--- src/rtl/tmds_pkg.sv ---
// -----------------------------------------------------------------------------
// tmds_pkg
// Shared TMDS definitions for the receive path:
//   - CTRLTOKEN0..3 : the four 10-bit control tokens ({c1,c0} = 00,01,10,11)
//   - align_state_e : word-aligner state (SEARCH, LOCKED)
//   - is_ctrl_token : token detector
//   - tmds_decode   : 10-bit data symbol -> 8-bit pixel component
// -----------------------------------------------------------------------------
package tmds_pkg;

  localparam logic [9:0] CTRLTOKEN0 = 10'b1101010100;
  localparam logic [9:0] CTRLTOKEN1 = 10'b0010101011;
  localparam logic [9:0] CTRLTOKEN2 = 10'b0101010100;
  localparam logic [9:0] CTRLTOKEN3 = 10'b1010101011;

  typedef enum logic [0:0] {
    SEARCH = 1'b0,
    LOCKED = 1'b1
  } align_state_e;

  function automatic logic is_ctrl_token(input logic [9:0] sym);
    return (sym == CTRLTOKEN0) || (sym == CTRLTOKEN1) ||
           (sym == CTRLTOKEN2) || (sym == CTRLTOKEN3);
  endfunction

  // Undo the optional inversion (bit 9), then undo the XOR/XNOR chain (bit 8).
  function automatic logic [7:0] tmds_decode(input logic [9:0] sym);
    logic [7:0] d;
    logic [7:0] q;
    d    = sym[9] ? ~sym[7:0] : sym[7:0];
    q    = 8'h00;
    q[0] = d[0];
    for (int i = 1; i < 8; i++) begin
      q[i] = sym[8] ? (d[i] ^ d[i-1]) : ~(d[i] ^ d[i-1]);
    end
    return q;
  endfunction

endpackage

--- src/rtl/tmds_word_align.sv ---
// -----------------------------------------------------------------------------
// tmds_word_align
// Two-word history of the deserialized stream and a 10-of-19 bit select that
// extracts the symbol starting at bit position offset_i.
// Ports:
//   clk_i    : pixel clock
//   rst_i    : asynchronous active-high reset
//   din_i    : raw 10-bit word, bit 0 earliest serial bit
//   offset_i : bit-slip offset, 0..9
//   sym_o    : registered candidate symbol
// -----------------------------------------------------------------------------
module tmds_word_align (
  input  logic       clk_i,
  input  logic       rst_i,
  input  logic [9:0] din_i,
  input  logic [3:0] offset_i,
  output logic [9:0] sym_o
);

  logic [9:0]  raw_q;
  logic [9:0]  raw_p_q;
  logic [9:0]  sym_q;
  logic [18:0] window_s;
  logic [9:0]  cand_s;

  // raw_q holds the newer word; the newest word's top bit is never part of a
  // symbol until it has moved into raw_p_q, so the window is only 19 bits.
  assign window_s = {raw_q[8:0], raw_p_q};

  // Barrel select of the candidate symbol at the current bit offset.
  always_comb begin
    cand_s = window_s[9:0];
    case (offset_i)
      4'd0:    cand_s = window_s[9:0];
      4'd1:    cand_s = window_s[10:1];
      4'd2:    cand_s = window_s[11:2];
      4'd3:    cand_s = window_s[12:3];
      4'd4:    cand_s = window_s[13:4];
      4'd5:    cand_s = window_s[14:5];
      4'd6:    cand_s = window_s[15:6];
      4'd7:    cand_s = window_s[16:7];
      4'd8:    cand_s = window_s[17:8];
      4'd9:    cand_s = window_s[18:9];
      default: cand_s = window_s[9:0];
    endcase
  end

  // Word history and symbol registers.
  always_ff @(posedge clk_i or posedge rst_i) begin
    if (rst_i) begin
      raw_q   <= 10'd0;
      raw_p_q <= 10'd0;
      sym_q   <= 10'd0;
    end else begin
      raw_q   <= din_i;
      raw_p_q <= raw_q;
      sym_q   <= cand_s;
    end
  end

  assign sym_o = sym_q;

endmodule

--- src/rtl/tmds_decoder.sv ---
// -----------------------------------------------------------------------------
// tmds_decoder
// One TMDS receive channel: bit-slip word alignment on control-token runs and
// symbol decode to pixel component / c0 / c1 / de.
// Parameters:
//   LOCK_CNT : consecutive tokens needed to declare lock (2..255)
//   TIMEOUT  : cycles without a completed run before advancing the offset
// Ports:
//   clkin      : pixel clock
//   rstin      : asynchronous active-high reset
//   din        : raw deserialized word, bit 0 earliest
//   dout       : decoded pixel component
//   c0, c1     : decoded control bits
//   de         : data enable
//   locked     : alignment achieved
//   offset     : current bit-slip offset, 0..9
//   relock_cnt : saturating count of lock losses
// Build option: TMDS_DECODER_RELOCK_CNT_EN enables relock_cnt; otherwise it
// reads 0 and the counter is not built.
// -----------------------------------------------------------------------------
module tmds_decoder
  import tmds_pkg::*;
#(
  parameter int LOCK_CNT = 16,
  parameter int TIMEOUT  = 4096
) (
  input  logic       clkin,
  input  logic       rstin,
  input  logic [9:0] din,
  output logic [7:0] dout,
  output logic       c0,
  output logic       c1,
  output logic       de,
  output logic       locked,
  output logic [3:0] offset,
  output logic [7:0] relock_cnt
);

  localparam int            TW         = $clog2(TIMEOUT);
  localparam logic [7:0]    RUN_LAST   = 8'(LOCK_CNT - 1);
  localparam logic [TW-1:0] TIMER_LAST = TW'(TIMEOUT - 1);

  align_state_e  state_q, state_d;
  logic [7:0]    run_q, run_d;
  logic [TW-1:0] timer_q, timer_d;
  logic [3:0]    offset_q, offset_d;
  logic [7:0]    dout_q, dout_d;
  logic          c0_q, c0_d;
  logic          c1_q, c1_d;
  logic          de_q, de_d;

  logic [9:0]    sym_s;
  logic          is_tok_s;
  logic          run_done_s;
  logic          timer_exp_s;
  logic [7:0]    dec_s;

  tmds_word_align u_align (
    .clk_i    (clkin),
    .rst_i    (rstin),
    .din_i    (din),
    .offset_i (offset_q),
    .sym_o    (sym_s)
  );

  assign is_tok_s    = is_ctrl_token(sym_s);
  assign run_done_s  = is_tok_s && (run_q == RUN_LAST);
  assign timer_exp_s = (timer_q == TIMER_LAST);
  assign dec_s       = tmds_decode(sym_s);

  // Aligner next state: a completed run takes priority over timer expiry.
  always_comb begin
    state_d  = state_q;
    run_d    = run_q;
    timer_d  = timer_q + 1'b1;
    offset_d = offset_q;
    if (run_done_s) begin
      state_d = LOCKED;
      run_d   = 8'd0;
      timer_d = {TW{1'b0}};
    end else if (timer_exp_s) begin
      state_d  = SEARCH;
      run_d    = 8'd0;
      timer_d  = {TW{1'b0}};
      offset_d = (offset_q == 4'd9) ? 4'd0 : (offset_q + 4'd1);
    end else if (is_tok_s) begin
      run_d = run_q + 8'd1;
    end else begin
      run_d = 8'd0;
    end
  end

  // Output next state: zeros while searching, else token or data decode.
  always_comb begin
    dout_d = 8'h00;
    c0_d   = 1'b0;
    c1_d   = 1'b0;
    de_d   = 1'b0;
    if (state_q == LOCKED) begin
      if (is_tok_s) begin
        case (sym_s)
          CTRLTOKEN1: c0_d = 1'b1;
          CTRLTOKEN2: c1_d = 1'b1;
          CTRLTOKEN3: begin
            c0_d = 1'b1;
            c1_d = 1'b1;
          end
          default: begin
            c0_d = 1'b0;
            c1_d = 1'b0;
          end
        endcase
      end else begin
        dout_d = dec_s;
        c0_d   = c0_q;
        c1_d   = c1_q;
        de_d   = 1'b1;
      end
    end else begin
      dout_d = 8'h00;
    end
  end

  // Aligner and output registers.
  always_ff @(posedge clkin or posedge rstin) begin
    if (rstin) begin
      state_q  <= SEARCH;
      run_q    <= 8'd0;
      timer_q  <= {TW{1'b0}};
      offset_q <= 4'd0;
      dout_q   <= 8'h00;
      c0_q     <= 1'b0;
      c1_q     <= 1'b0;
      de_q     <= 1'b0;
    end else begin
      state_q  <= state_d;
      run_q    <= run_d;
      timer_q  <= timer_d;
      offset_q <= offset_d;
      dout_q   <= dout_d;
      c0_q     <= c0_d;
      c1_q     <= c1_d;
      de_q     <= de_d;
    end
  end

`ifdef TMDS_DECODER_RELOCK_CNT_EN
  logic       lock_lost_s;
  logic [7:0] relock_q, relock_d;

  assign lock_lost_s = timer_exp_s && !run_done_s && (state_q == LOCKED);

  // Saturating lock-loss counter.
  always_comb begin
    if (lock_lost_s && (relock_q != 8'hFF)) begin
      relock_d = relock_q + 8'd1;
    end else begin
      relock_d = relock_q;
    end
  end

  // Lock-loss counter register; cleared only by reset.
  always_ff @(posedge clkin or posedge rstin) begin
    if (rstin) begin
      relock_q <= 8'd0;
    end else begin
      relock_q <= relock_d;
    end
  end

  assign relock_cnt = relock_q;
`else
  assign relock_cnt = 8'h00;
`endif

  assign dout   = dout_q;
  assign c0     = c0_q;
  assign c1     = c1_q;
  assign de     = de_q;
  assign locked = (state_q == LOCKED);
  assign offset = offset_q;

endmodule
--- config.mk ---
export PLATFORM = sky130hd
export DESIGN_NAME = tmds_decoder
export DESIGN_NICKNAME = d
export VERILOG_FILES = /design/src/rtl/tmds_pkg.sv /design/src/rtl/tmds_word_align.sv /design/src/rtl/tmds_decoder.sv
export SDC_FILE = /design/constraint.sdc
export NUM_CORES = 1
export LEC_CHECK = 0
export BUFFER_PORTS_ARGS = -buffer_cell sky130_fd_sc_hd__buf_4
export CAP_MARGIN = 20
export CELL_PAD_IN_SITES_DETAIL_PLACEMENT = 1
export CELL_PAD_IN_SITES_GLOBAL_PLACEMENT = 2
export CORE_UTILIZATION = 39
export CTS_BUF_LIST = sky130_fd_sc_hd__clkbuf_4 sky130_fd_sc_hd__clkbuf_8
export CTS_CLUSTER_DIAMETER = 150
export DETAILED_ROUTE_END_ITERATION = 12
export GPL_ROUTABILITY_DRIVEN = 0
export PLACE_DENSITY = 0.89
export SLEW_MARGIN = 20
export SYNTH_ARGS = -nofsm -noshare
export SYNTH_HDL_FRONTEND = slang
export SYNTH_SLANG_ARGS = --single-unit
--- constraint.sdc ---
create_clock -name clkin -period 2.8 [get_ports clkin]
set_input_delay 0.14 -clock clkin [delete_from_list [all_inputs] [get_ports clkin]]
set_output_delay 0.14 -clock clkin [all_outputs]
set_load 0.005 [all_outputs]
==> flow_metrics.py, run 1 <==
metrics = {
    "clock_tree": {
        "cts_tree": "done",
        "numCtsBuffers": 9,
        "clkTransAtPathRegs_ns": 0.07,
        "clockBufferDepth": 2,
        "postCtsSetupBuffers": 0,
        "clockRootBuffer": "clkbuf_8",
        "htree_levels": 3,
        "worstSkewPairLatency_ns": 0.35,
        "cts_num_sinks": 66,
    },
    "placed_design": {
        "placed_cells": 471,
        "port_buffers": 27,
        "dp_slack_ns": 0.4776,
        "place_area_um2": 3695,
        "dp_hpwl_mm": 5.886,
    },
    "setup_path": {
        "end_kind": "flop",
        "crit-reg2reg-launch": "offset[1]",
        "crit_arrival_ns": 2.61,
        "cp-start-kind": "flop",
        "r2r_end": "u_align.sym_o[3]",
        "worstPathRequired_ns": 3.05,
        "path_max_fanout": 27,
        "path_class": "reg -> reg",
        "worst-r2r-setup-slack_ns": 0.44,
        "rr_worst_depth": 5,
    },
    "sta": {
        "timing.final.setup_violations": 0,
        "finalCritPeriodShare_pct": 84.31,
        "finalHoldViolCount": 0,
        "hold-worst-slack_ns": 0.3414,
        "worst_slew_margin_rel_pct": 46.38,
        "tightest_slew_ns": 0.8042,
        "fmax_mhz": 423.6,
        "fin_crit_ns": 2.361,
        "setup_tns_ns": 0,
        "rsz0062_at_grt": "no",
        "drv_slew": 0,
        "finalClockSkew_ns": 0.01440,
        "setup_ws_ns": 0.4393,
    },
    "routing": {
        "ant_nets": 0,
        "drt_first_iter_violations": 221,
        "num_vias": 2796,
        "drtPass1Iterations": 5,
        "viasPerCell": 5.603,
        "drt-total-wl_mm": 8.479,
        "post_drt_wl_per_cell_um": 16.99,
        "route.detailed.drc": 0,
    },
    "grt": {
        "grt_pass1_wl_mm": 14.10,
        "grt_use_total_pct": 20.66,
        "antenna_found_initial": 0,
        "grt_pass1_vias": 2778,
        "grt.overflow.total": 0,
        "grt_max_degree": 47,
    },
    "worst_hold_path": {
        "hp-class": "in -> async",
    },
    "layout": {
        "multi_input_area_um2": 1612,
        "final_common_cell": "dfrtp_1",
        "seqCellArea_um2": 1652,
        "fin_util_pct": 48.18,
        "layout_common_cells": "dfrtp_1, nor2_1, buf_4, nand2_1, a21oi_1",
        "design_area_um2": 4019,
        "final_nets": 403,
        "area_growth_pct": 17.48,
        "drive_above_1_share_pct": 18.78,
        "finalNonFillerCells": 499,
        "fill_cells": 930,
        "diodes": 0,
    },
    "die": {
        "coreArea_um2": 8341,
        "io_pins": 36,
        "rows": 33,
        "die_w_um": 95.66,
        "start_util_pct": 41.01,
        "fp.dieH_um": 95.66,
        "dieArea_um2": 9150,
    },
    "power_and_ir_drop": {
        "p_per_area_nw_per_um2": 473.9,
        "peakVddDrop_v": 0.0003717,
        "power_mw": 1.904,
        "p_leak_nw": 1.723,
    },
    "yosys": {
        "synth_flop_cell": "dfrtp_1",
        "synthTopCellsByArea": "dfrtp_1, xnor2_1, nor2_1, a21oi_1, nand2_1",
        "synth_cell_types": 63,
        "ys_warn_count": 0,
        "synth_area_um2": 3421,
        "synth_area_leader_cell": "dfrtp_1",
        "synth-edff-count": 0,
        "ys_ff_latch": 66,
        "synth_top_area_share_pct": 48.28,
        "syn-mean-instance-area_um2": 9.746,
        "ys_async_sr_fraction_pct": 100.0,
        "synth_cells": 351,
        "synth.yosys.seq_area_share_pct": 48.28,
    },
    "job": {
        "maxCapViolations": 0,
    },
    "outcome": {
        "status": "finished, final reports clean",
    },
}
-- critical path, stage by stage, from the launching register on --
cell and delay [ns]:
dfrtp_1 0.86, or2_2 0.31, nor3_1 0.06, a21oi_1 0.60, o22ai_1 0.24, a21oi_1 0.19
-- kinds of logic (layout without fill, tap and decap cells) --
kind of cell	after synthesis	in the layout	share of synthesized area [%]
other cells	1	8	0.1096
fa+ha+maj	2	2	0.7314
compound gates	69	69	13.53
mux	15	15	5.048
flops	66	66	48.28
buf+inv	36	72	5.377
simple gates	134	134	19.75
xor+xnor	28	28	7.169
-- metal layers --
| metal | global-route usage (%) | wire length (um) | vias to the layer above |
|---|---|---|---|
| met5 | 0 | 0 | - |
| met4 | 5.100 | 148 | 0 |
| met3 | 5.343 | 515 | 24 |
| met2 | 34.58 | 4062 | 104 |
| met1 | 26.59 | 3752 | 1374 |
| li1 | - | - | 1294 |
-- cells in the mapped netlist, drive strengths merged (8+ instances only) --
| cell type | instances |
|---|---|
| dfrtp | 66 |
| nor2 | 44 |
| nand2 | 28 |
| a21oi | 24 |
| xnor2 | 19 |
| buf | 14 |
| clkbuf | 14 |
| nand3 | 12 |
| nor3 | 12 |
| xor2 | 9 |
| mux2 | 8 |
-- report_power, final --
part	switching, mW	internal (mW)	total, mW	leakage (nW)
logic	0.0482	0.0551	0.103	0.780
registers	0.0364	0.975	1.01	0.838
clock network	0.341	0.449	0.789	0.105
total	0.425	1.48	1.90	1.72
-- area by class of cell --
type	instances	share of cell area (%)
clock inverters	3	0.9963
multi-input cells	256	40.10
well taps	105	3.269
inverters	8	0.7472
repair buffers	48	9.963
clock buffers	13	3.829
flip-flops and latches	66	41.10
-- state kept, by name, indices dropped and copies added (netlist names), 4 cells and up --
register         flops
run_q                8
u_align.sym_o       10
u_align.raw_q       10
offset               4
u_align.raw_p_q     10
dout                 8
timer_q             12
-- how the worst max path moves through the flow --
stage / start / end / slack (ns) / depth (start not counted)
CTS: offset[1] / u_align.sym_o[3] / 0.47 / 5
detailed placement: offset[1] / u_align.sym_o[4] / 0.48 / 5
finish: offset[1] / u_align.sym_o[3] / 0.44 / 5
floorplan: u_align.sym_o[4] / run_q[3] / 0.80 / 7
global route: offset[1] / u_align.sym_o[4] / 0.28 / 5
global placement: offset[1] / u_align.sym_o[4] / 0.55 / 5
-- timing repair --
| action | in CTS | in global routing |
|---|---|---|
| hold endpoints to repair | 10 | 17 |
| hold buffers | 10 | 1 |
| endpoints found under the setup margin | 0 | 0 |
| gates resized for setup | 0 | 0 |
Power figures use the tool's default switching activity.
==> run 2: changes to the inputs <==
Settings changed: ABC_AREA from default to 1, CORE_UTILIZATION 39 to 32, PLACE_DENSITY 0.89 to 0.84.
Clock period 2.8 ns to 2.1 ns, I/O delays scaled along.
==> run 2 against run 1 <==
Non-clock buffer count decreased by 6. Power increased by 33%. Synthesized area increased by 0.51%. Sequential power increased by 34%. Worst hold slack improved by 0.012 ns. Clock power increased by 37%. Global-route usage decreased by 3.1 points. Clock skew about the same. First-iteration DRC count decreased by 23%. Register-to-register slack got worse by 0.06 ns. Wire length increased by 5.8%. Die area increased by 22%. Largest power group unchanged.
==> flow_metrics.py, run 2 <==
metrics = {
    "die": {
        "coreArea_um2": 10370,
        "fp.dieH_um": 105.7,
        "io_pins": 36,
        "dieArea_um2": 11160,
        "rows": 37,
        "start_util_pct": 33.16,
        "die_w_um": 105.7,
    },
    "sta": {
        "setup_tns_ns": 0,
        "worst_slew_margin_rel_pct": 47.20,
        "setup_ws_ns": 0.3747,
        "fin_crit_ns": 1.725,
        "timing.final.setup_violations": 0,
        "tightest_slew_ns": 0.7908,
        "finalClockSkew_ns": 0.01421,
        "hold-worst-slack_ns": 0.3535,
        "finalHoldViolCount": 0,
        "finalCritPeriodShare_pct": 82.16,
        "drv_slew": 0,
        "fmax_mhz": 579.6,
        "rsz0062_at_grt": "no",
    },
    "setup_path": {
        "crit_top_cell": "nor2_1",
        "r2r_end": "u_align.sym_o[8]",
        "crit_end": "u_align.sym_o[8]",
        "path_cells": "nor2_1 -> nand2_1 -> o21ai_0 -> nor2_1 -> nand4_1",
        "path_max_fanout": 11,
        "worstPathRequired_ns": 2.37,
        "crit_family": "simple AND/OR/NAND/NOR gates",
        "end_kind": "flop",
        "critPathMaxStageDelay_ns": 0.55,
        "worst-r2r-setup-slack_ns": 0.37,
        "crit_buf_inv": 0,
        "crit-reg2reg-launch": "offset[2]",
        "cp-start-kind": "flop",
        "crit_cells": 5,
        "path_class": "reg -> reg",
        "crit_arrival_ns": 2.00,
        "slowest_stage": "nor2_1",
        "crit_path_start": "offset[2]",
        "rr_worst_depth": 5,
    },
    "layout": {
        "largest_register_ffs": 12,
        "drive_above_1_share_pct": 15.38,
        "layout_common_cells": "nand2_1, dfrtp_1, nor2_1, nand3_1",
        "diodes": 0,
        "design_area_um2": 4066,
        "area_growth_pct": 18.27,
        "regMostFlops": "timer_q",
        "final_common_cell": "nand2_1",
        "fin_util_pct": 39.21,
        "final_nets": 490,
        "fill_cells": 1298,
    },
    "routing": {
        "post_drt_wl_per_cell_um": 14.54,
        "drt-total-wl_mm": 8.974,
        "ant_nets": 0,
        "viasPerCell": 4.733,
        "drtPass1Iterations": 4,
        "drt_first_iter_violations": 171,
        "route.detailed.drc": 0,
        "num_vias": 2920,
    },
    "yosys": {
        "yosysMostFrequentCell": "nand2_1",
        "synth_top_area_share_pct": 48.03,
        "synthTopCellsByArea": "dfrtp_1, nand2_1, nor2_1, nand3_1, xor2_1",
        "syn-mean-instance-area_um2": 7.922,
        "synth_common_cells": "nand2_1, dfrtp_1, nor2_1",
        "ys_async_sr_fraction_pct": 100.0,
        "synth_cells": 434,
        "ys_warn_count": 0,
        "synth-edff-count": 0,
        "synth_area_leader_cell": "dfrtp_1",
        "synth_cell_types": 31,
        "synth_flop_cell": "dfrtp_1",
        "synth.yosys.seq_area_share_pct": 48.03,
        "ys_ff_latch": 66,
        "synth_area_um2": 3438,
    },
    "clock_tree": {
        "numCtsBuffers": 9,
        "clockBufferDepth": 2,
        "clockRootBuffer": "clkbuf_8",
        "cts_num_sinks": 66,
        "cts_tree": "done",
        "post_cts_resized": 0,
        "clkTransAtPathRegs_ns": 0.07,
        "htree_levels": 3,
        "worstSkewPairLatency_ns": 0.35,
    },
    "grt": {
        "grt_use_total_pct": 17.58,
        "antenna_found_initial": 0,
        "grt_max_degree": 38,
        "grt.overflow.total": 0,
        "grt_pass1_vias": 3032,
        "grt_pass1_wl_mm": 15.11,
    },
    "worst_hold_path": {
        "hold_start": "u_align.raw_q[9]",
        "hp-class": "reg -> reg",
    },
    "placed_design": {
        "place_area_um2": 3757,
        "dp_slack_ns": 0.4026,
        "dp_hpwl_mm": 6.482,
        "port_buffers": 27,
    },
    "power_and_ir_drop": {
        "peakVddDrop_v": 0.0003794,
        "p_per_area_nw_per_um2": 625.0,
        "p_leak_nw": 2.019,
    },
    "job": {
        "maxCapViolations": 0,
    },
    "outcome": {
        "status": "finished, final reports clean",
    },
}
==> run 2: changes by cell type after synthesis, sizes merged, moves of 10 or more <==
cell    delta
nand3     +24
nand2     +99
o21ai     +22
a21oi     -21
inv       +27
clkbuf    -13
nor2      +28
xnor2     -10
nand4     +10
==> run 2: cell families after synthesis <==
group,synth area share [%]
adder cells (fa/ha/maj),0.7277
AND/OR/NAND/NOR,32.24
other,0.1091
flip-flops,48.03
XOR/XNOR,6.114
buffers and inverters,7.678
AO/OA/AOI/OAI,5.095
==> run 2: final cells by class <==
cell class | count | area [um2] | area share (%)
clock buffer | 11 | 145.1 | 3.569
clock inverter | 5 | 53.80 | 1.323
inverter | 37 | 141.4 | 3.477
multi-input combinational | 320 | 1549 | 38.09
sequential | 66 | 1652 | 40.62
tap | 136 | 170.2 | 4.185
timing repair buffer | 42 | 355.3 | 8.738
==> run 2: worst reg2reg max path, cell delays in order, from the launching register on <==
cell and delay [ns]:
dfrtp_1 0.50, nor2_1 0.55, nand2_1 0.23, o21ai_0 0.25
nor2_1 0.06, nand4_1 0.08
==> run 2: routing by layer <==
layer | global-route usage, % | vias to the layer above | part of all wire [%]
li1 | - | 1434 | -
met5 | 0 | - | 0
met3 | 4.947 | 15 | 5.0
met4 | 6.448 | 0 | 1.7
met2 | 28.43 | 69 | 47
met1 | 22.30 | 1402 | 46
==> run 2: how the worst min path moves through the flow <==
stage | endpoint | slack [ns] | cells after the start
6_report | u_align.raw_p_q[9] | 0.35 | 0
5_1_grt | u_align.raw_p_q[9] | 0.36 | 0
4_1_cts | u_align.raw_p_q[9] | 0.36 | 0
3_5_place_dp | u_align.raw_q[0] | 0.22 | 1
3_3_place_gp | u_align.raw_q[4] | 0.21 | 1
2_1_floorplan | u_align.raw_q[0] | 0.14 | 0
==> run 2: through the flow <==
stage / std cells / power, mW
2_1_floorplan: 441 / 1.434
3_3_place_gp: 590 / 1.472
3_5_place_dp: 590 / 1.476
4_1_cts: 617 / 2.593
5_1_grt: 617 / 2.663
6_report: 617 / 2.541
==> run 2: what timing repair did <==
action                                 4_1_cts  5_1_grt
setup buffers                                0        0
hold buffers                                11        0
endpoints found under the hold margin       46        0
==> run 2: report_power, final <==
group / switching [mW] / leakage [nW] / total (mW) / internal, mW
logic: 0.0649 / 1.07 / 0.119 / 0.0537
registers: 0.0475 / 0.838 / 1.35 / 1.30
clock network: 0.485 / 0.106 / 1.08 / 0.590
total: 0.598 / 2.02 / 2.54 / 1.94
